### config.mk
export PLATFORM = sky130hd
export DESIGN_NAME = jpu_fetch
export DESIGN_NICKNAME = d
export VERILOG_FILES = /design/src/rtl/jpu_pkg.sv /design/src/rtl/jpu_pc_counter.sv /design/src/rtl/jpu_fetch.sv
export SDC_FILE = /design/constraint.sdc
export NUM_CORES = 1
export LEC_CHECK = 0
export BUFFER_PORTS_ARGS = -buffer_cell sky130_fd_sc_hd__buf_2
export CAP_MARGIN = 20
export CELL_PAD_IN_SITES_DETAIL_PLACEMENT = 0
export CELL_PAD_IN_SITES_GLOBAL_PLACEMENT = 1
export CORE_MARGIN = 1.5
export CORE_UTILIZATION = 35
export CTS_CLUSTER_SIZE = 8
export DETAILED_ROUTE_END_ITERATION = 10
export GPL_ROUTABILITY_DRIVEN = 0
export PLACE_DENSITY = 0.72
export SKIP_CTS_REPAIR_TIMING = 1
export SLEW_MARGIN = 20
export SYNTH_ARGS = -nofsm -noshare
export SYNTH_HDL_FRONTEND = slang
export SYNTH_HIERARCHICAL = 1
export SYNTH_SLANG_ARGS = --single-unit
### constraint.sdc
create_clock -name clk -period 1.8 [get_ports clk]
set_input_delay 0.18 -clock clk [delete_from_list [all_inputs] [get_ports clk]]
set_output_delay 0.18 -clock clk [all_outputs]
set_load 0.01 [all_outputs]
### src/rtl/jpu_pkg.sv
// rtl/jpu_pkg.sv - shared JPU constants and fetch state encoding
// Purpose : instruction width, fetch FSM state type and default reset PC
//           shared by jpu_fetch and jpu_pc_counter.
// Ports   : none (package).
package jpu_pkg;

   localparam int INSTR_W = 16;

   // Default reset PC for the fetch stage.
   localparam int unsigned DEFAULT_RESET_PC = 0;

   typedef enum logic [1:0] {
      ST_IDLE  = 2'd0,
      ST_FETCH = 2'd1,
      ST_HOLD  = 2'd2,
      ST_DRAIN = 2'd3
   } fetch_state_t;

endpackage

### src/rtl/jpu_pc_counter.sv
// rtl/jpu_pc_counter.sv - JPU program counter register
// Purpose : ADDR_W-wide PC with a load (branch) and a wrap-around increment.
//           The load input has priority over the increment input.
// Ports   : clk, reset        clock, asynchronous active-high reset
//           load, load_value  load pc with load_value
//           incr              pc <= pc + 1 (modulo 2^ADDR_W)
//           pc                current program counter
module jpu_pc_counter
   import jpu_pkg::*;
#(
   parameter int          ADDR_W   = 8,
   parameter int unsigned RESET_PC = DEFAULT_RESET_PC
) (
   input  logic              clk,
   input  logic              reset,
   input  logic              load,
   input  logic [ADDR_W-1:0] load_value,
   input  logic              incr,
   output logic [ADDR_W-1:0] pc
);

   always_ff @(posedge clk or posedge reset) begin
      if (reset) begin
         pc <= ADDR_W'(RESET_PC);
      end else if (load) begin
         pc <= load_value;
      end else if (incr) begin
         pc <= pc + ADDR_W'(1);
      end
   end

endmodule

### src/rtl/jpu_fetch.sv
// rtl/jpu_fetch.sv - JPU instruction fetch stage
// Purpose : holds the PC, issues req/ack reads to instruction memory and
//           registers each word for the decoder; handles decoder stall and
//           execute-stage branch redirects.
// Option  : JPU_FETCH_PERF_EN adds fetch_count (saturating consumed-word count).
// Ports   : clk, reset                      clock, asynchronous active-high reset
//           enable                          allow new fetches to start
//           stall                           decoder not ready
//           branch_en, branch_target        one-cycle redirect request and target
//           mem_req, mem_addr               read request / address to memory
//           mem_ack, mem_rdata              read completion and data
//           instruction, instr_valid, pc_out  registered word to decoder
//           fetch_count                     (option) consumed words, saturating
module jpu_fetch
   import jpu_pkg::*;
#(
   parameter int          ADDR_W   = 8,
   parameter int unsigned RESET_PC = DEFAULT_RESET_PC
) (
   input  logic               clk,
   input  logic               reset,
   input  logic               enable,
   input  logic               stall,
   input  logic               branch_en,
   input  logic [ADDR_W-1:0]  branch_target,
   output logic               mem_req,
   output logic [ADDR_W-1:0]  mem_addr,
   input  logic               mem_ack,
   input  logic [INSTR_W-1:0] mem_rdata,
   output logic [INSTR_W-1:0] instruction,
   output logic               instr_valid,
   output logic [ADDR_W-1:0]  pc_out
`ifdef JPU_FETCH_PERF_EN
   ,
   output logic [15:0]        fetch_count
`endif
);

   fetch_state_t      state;
   logic [ADDR_W-1:0] pc;
   logic [ADDR_W-1:0] drain_addr;
   logic              pc_load;
   logic              pc_incr;

   // Every state accepts a redirect; only a clean capture in FETCH advances.
   always_comb begin
      pc_load = branch_en;
      pc_incr = 1'b0;
      if (state == ST_FETCH && mem_ack && !branch_en) begin
         pc_incr = 1'b1;
      end
   end

   jpu_pc_counter #(
      .ADDR_W   (ADDR_W),
      .RESET_PC (RESET_PC)
   ) u_pc (
      .clk        (clk),
      .reset      (reset),
      .load       (pc_load),
      .load_value (branch_target),
      .incr       (pc_incr),
      .pc         (pc)
   );

   // pc already points at the branch target while draining, so the
   // abandoned read keeps its own copy of the address.
   assign mem_req  = (state == ST_FETCH) || (state == ST_DRAIN);
   assign mem_addr = (state == ST_DRAIN) ? drain_addr : pc;

   always_ff @(posedge clk or posedge reset) begin
      if (reset) begin
         state       <= ST_IDLE;
         drain_addr  <= '0;
         instruction <= '0;
         instr_valid <= 1'b0;
         pc_out      <= '0;
      end else begin
         case (state)
            ST_IDLE: begin
               if (enable) state <= ST_FETCH;
            end
            ST_FETCH: begin
               if (mem_ack) begin
                  // A redirect on the ack cycle drops the word and re-requests.
                  if (!branch_en) begin
                     instruction <= mem_rdata;
                     pc_out      <= pc;
                     instr_valid <= 1'b1;
                     state       <= ST_HOLD;
                  end
               end else if (branch_en) begin
                  drain_addr <= pc;
                  state      <= ST_DRAIN;
               end
            end
            ST_HOLD: begin
               if (branch_en || !stall) begin
                  instr_valid <= 1'b0;
                  state       <= enable ? ST_FETCH : ST_IDLE;
               end
            end
            ST_DRAIN: begin
               if (mem_ack) state <= enable ? ST_FETCH : ST_IDLE;
            end
            default: state <= ST_IDLE;
         endcase
      end
   end

`ifdef JPU_FETCH_PERF_EN
   // A word squashed by a coincident branch is not counted as consumed.
   always_ff @(posedge clk or posedge reset) begin
      if (reset) begin
         fetch_count <= '0;
      end else if (instr_valid && !stall && !branch_en && fetch_count != 16'hFFFF) begin
         fetch_count <= fetch_count + 16'd1;
      end
   end
`endif

endmodule

* Yosys cells after proc, flatten, opt, wreduce, memory -nomap -nowiden *
Cells that the tools add are included.
W data, S select, Z words.

operators by class
  bitwise operators = 2
  $add $sub $neg = 1
  reductions and logical operators = 13
  eq/ne operators = 10
  multiplexer cells = 16

operators with widths
  operator               count
  $mux W8                3
  $mux W2                6
  $ne A2 B2 Y1 const B   5
  $add A8 B1 Y8 const B  1
  $pmux W2 S4            1
  $ne A3 B3 Y1 const B   2
  $reduce_and A3 Y1      2
  $mux W1                5
  $reduce_and A5 Y1      1
  $eq A2 B2 Y1 const B   2
  $reduce_and A4 Y1      1
  $reduce_bool A2 Y1     2
  $eq A2 B1 Y1 const B   1
  $logic_and A1 B1 Y1    2
  $logic_not A1 Y1       2
  $logic_not A2 Y1       1
  $logic_or A1 B1 Y1     2
  $not A1 Y1             2
  $pmux W1 S2            1

storage, ports and cells
  logic and storage cells = 48
  input bits = 30
  bits in registers = 43
  output and inout port bits = 34

* Longest topological paths before layout *
  depth in word-level cells = 6
  depth in mapped cells = 8
  gate-level depth less buffers = 5

* Hierarchy *
Netlist, hierarchy kept.

by module, submodules not included
  module          area an instance (µm²)  cells an instance  instances  sequential area each (µm²)
  jpu_fetch       1,477.7                 97                 1          875.8
  jpu_pc_counter  445.4                   50                 1          200.2

* Least setup slack after synthesis *
OpenSTA, ideal clock, no wires.

  kind = flip-flop to flip-flop
  from = reg state[1]
  to = reg u_pc.pc[7]
  data arrival time = 1.756 ns
  slack = -0.025 ns
  setup time = 0.069 ns
  path buffers = 2
  data required time = 1.731 ns
  cell stages (with the launch flop) = 7
  period minus slack after synthesis = 1.825 ns
  cells stage by stage = dfrtp_1 nor3_4 buf_6 buf_2 nand4_1 or4_1 nand3_1

between the ends
  word-level cells in the longest chain between the ends = 5

RTL lines
  element                           line                  text
  from (decl)                       jpu_fetch.sv:39       fetch_state_t state;
  from (signal assigned)            jpu_fetch.sv:100      state <= enable ? ST_FETCH : ST_IDLE;
  from (signal assigned)            jpu_fetch.sv:104      if (mem_ack) state <= enable ? ST_FETCH : ST_IDLE;
  $eq A2 B1 Y1                      jpu_fetch.sv:49       if (state == ST_FETCH && mem_ack && !branch_en) begin
  $logic_and A1 B1 Y1 (2 in a row)  jpu_fetch.sv:49
  $mux W1                           jpu_fetch.sv:49
  via pc_incr                       jpu_fetch.sv:43       logic pc_incr;
  $reduce_bool A2 Y1 (no line)      n/a
  to (signal assigned)              jpu_pc_counter.sv:24  pc <= ADDR_W'(RESET_PC);
  to (signal assigned)              jpu_pc_counter.sv:26  pc <= load_value;
  to (signal assigned)              jpu_pc_counter.sv:28  pc <= pc + ADDR_W'(1);
  to (decl)                         jpu_pc_counter.sv:19  output logic [ADDR_W-1:0] pc

The timed path passes the listed nets, and every way through them passes these cells.
A chain may end at the register's enable or synchronous reset.

* Final worst setup path *
  from = reg state[0]
  to = out mem_addr[4]

between the ends
  word-level cells in the longest chain between the ends = 2

RTL lines
  element       line             text
  $eq A2 B2 Y1  jpu_fetch.sv:69  assign mem_addr = (state == ST_DRAIN) ? drain_addr : pc;
  $mux W8       jpu_fetch.sv:69
  to (decl)     jpu_fetch.sv:27  output logic [ADDR_W-1:0] mem_addr,

No other way between the ends.

==> impl_metrics.yaml <==
critical_path:
  crit_path_cell_trace: "buf_4, nand2_4, mux2_2, buf_2"
  cp_slowest_stage_delay_ps: 390
  critPathKind: "reg2out"
  worstPathRequired_ps: 1620
  start_kind: "register"
  arrival_ps: 1480
  cpMaxStageDelayCell: "dfrtp_1"
  worstPathBufferInverterCount: 2
  cp_top_family: "flip-flops"
  crit_fanout: 9
  crit_path_end_kind: "primary output"
clocking:
  clock-sinks: 43
  clk_pin_slew_ps: 80
  cts_made_buffers: 5
  cts_buffer_depth: 2
  insertion_delay_ps: 290
  cts_tree: "built"
  cts_max_level: 2
  cts_root_buf: "clkbuf_8"
synthesis:
  ys_warn_count: 6
  yosys.area_share.xor_xnor: 0.01822
  synth_top_area_cell: "dfrtp_1"
  ys_top_cells_by_count: "dfrtp_1 (43), mux2_2 (36), nand2_1 (10)"
  synthMuxAreaShare: 0.2394
  synth_area_leaders: "dfrtp_1 (56%), mux2_2 (21%), mux2_1 (2.3%)"
  syn_area_per_cell_um2: 13.08
  syn_area_mm2: 0.001923
  synth_top_family_by_area: "multiplexers"
  synth_cells: 147
  synth-seq-cells: 43
  synth.most_common_cell: "dfrtp_1"
  synth_flop_cell: "dfrtp_1"
  synthesis.nets: 178
  seq_area_frac_synth: 0.5595
  synth_edf_count: 0
  yosys.area_share.simple: 0.1204
  synth_top_cell_area_share: 0.5595
  yosys.area_share.adder: 0.006506
  yosysUniqueCellTypes: 28
  synth-async-reset-ratio: 1.000
  synth-compound-area-share: 0.02342
finish:
  multi_input_area_um2: 789.5
  finalNonFillerCells: 289
  n_antenna_cell: 0
  nets: 250
  nFillCells: 494
  seqCellArea_mm2: 0.001076
  final_util: 0.4697
  fin_area_mm2: 0.002445
  drive_gt1_frac: 0.5434
  area_growth_pct: 27.13
routing:
  drc: 0
  avgViaCountPerCell: 4.761
  drt-initial-drc-count: 46
  firstDrtPassIters: 4
  routed_wirelength_um: 3984
  vias: 1376
  antenna_left: 0
  wl_per_cell_um: 13.79
placed_design:
  portBuffers: 63
  hpwl_um: 2881
  placed_area_mm2: 0.002342
  dp.cells: 281
floorplanning:
  ioPinCount: 64
  design.core.area_mm2: 0.005205
  fp.dieW_um: 77.13
  rows: 26
  dieArea_mm2: 0.005948
  start_util: 0.3695
  die_y_um: 77.13
timing:
  setup_violations: 0
  skew_ps: 3.107
  drv_slew: 0
  fmax_mhz: 602.5
  slew-limit-headroom: 0.7608
  fin_setup_tns_ps: 0
  finalHoldViolCount: 0
  finalCritPeriodShare: 0.9221
  worst_pin_slew_ps: 353.8
  min_period_ps: 1660
  rsz0062_at_grt: "false"
power_and_ir_drop:
  power_density_mw_per_mm2: 1483
  irDropWorstVdd_mv: 0.6890
  power_mw: 3.626
  p_leak_nw: 1.167
run:
  maxCapViolCount: 0
global_route:
  grt_pass1_vias: 1405
  antenna_found_initial: 0
  track_usage: 0.1433
  overflow: 0
  grt_first_pass_wirelength_um: 6706
  grt_max_degree: 22
outcome:
  status: "complete, no violations"
hold_path:
  hold_path_class: "in2reg"
-- power breakdown --
| part | internal [mW] | total [mW] | switching, mW |
|---|---|---|---|
| combinational | 0.764 | 1.41 | 0.643 |
| sequential | 1.37 | 1.61 | 0.238 |
| clock | 0.301 | 0.608 | 0.307 |
| total | 2.44 | 3.63 | 1.19 |
-- kinds of logic after synthesis --
| family | count (synthesis) |
|---|---|
| mux | 41 |
| compound gates | 9 |
| simple gates | 38 |
| buf+inv | 11 |
| fa+ha+maj | 1 |
| xor+xnor | 4 |
| flops | 43 |
-- layout make-up --
class / instances / share of cell area
Sequential cell: 43 / 0.4401
Multi-Input combinational cell: 93 / 0.3229
Timing Repair Buffer: 73 / 0.1607
Tap cell: 70 / 0.03582
Clock buffer: 6 / 0.03378
Inverter: 3 / 0.004606
Clock inverter: 1 / 0.002047
-- metrics by stage --
step                      hold WS, ps  setup WS, ps
after floorplan                -4.342         22.52
after global placement          158.3         246.4
after detailed placement        164.9         189.2
after CTS                      -159.9         20.56
after global routing            85.13         42.21
final                           95.90         140.2
-- cell usage in the layout, fill, tap and decap left out, drive strengths merged, types with 4 or more instances in the layout --
| master | count |
|---|---|
| buf | 72 |
| clkbuf | 6 |
| dfrtp | 43 |
| mux2 | 40 |
| nand2 | 12 |
| nand3 | 5 |
| nand4 | 4 |
| o21ai | 9 |
| or4 | 4 |
-- state kept, by name (all words and copies together), names as in the netlist --
| signal | cells |
|---|---|
| drain_addr | 8 |
| u_pc/pc | 8 |
| instruction | 16 |
| instr_valid | 1 |
| pc_out | 8 |
| state | 2 |
-- final timing paths --
kind                                  start              to  slack [ps]  depth (start not counted)
max                                state[0]     mem_addr[4]         140                          4
min                        branch_target[6]      u_pc/pc[6]         100                          3
max reg2reg                        state[1]  instruction[5]         180                          3
min in group asynchronous             reset      u_pc/pc[3]         390                          3
max in group asynchronous             reset  instruction[0]        1090                          4
min reg2reg                       pc_out[1]       pc_out[1]         490                          1
-- worst reg2reg max path, cell delays in order, from the launching register on --
cell and delay [ps]:
dfrtp_1 470, nor3_4 350, buf_4 320, mux2_2 370
-- metal layers --
layer	track usage	vias up	routed length, um
met1	0.1896	655	1865
met3	0.04524	5	306
met4	0.05455	0	42
li1	-	661	-
met2	0.2184	55	1768
met5	0	-	0
Power figures use the tool's default switching activity.
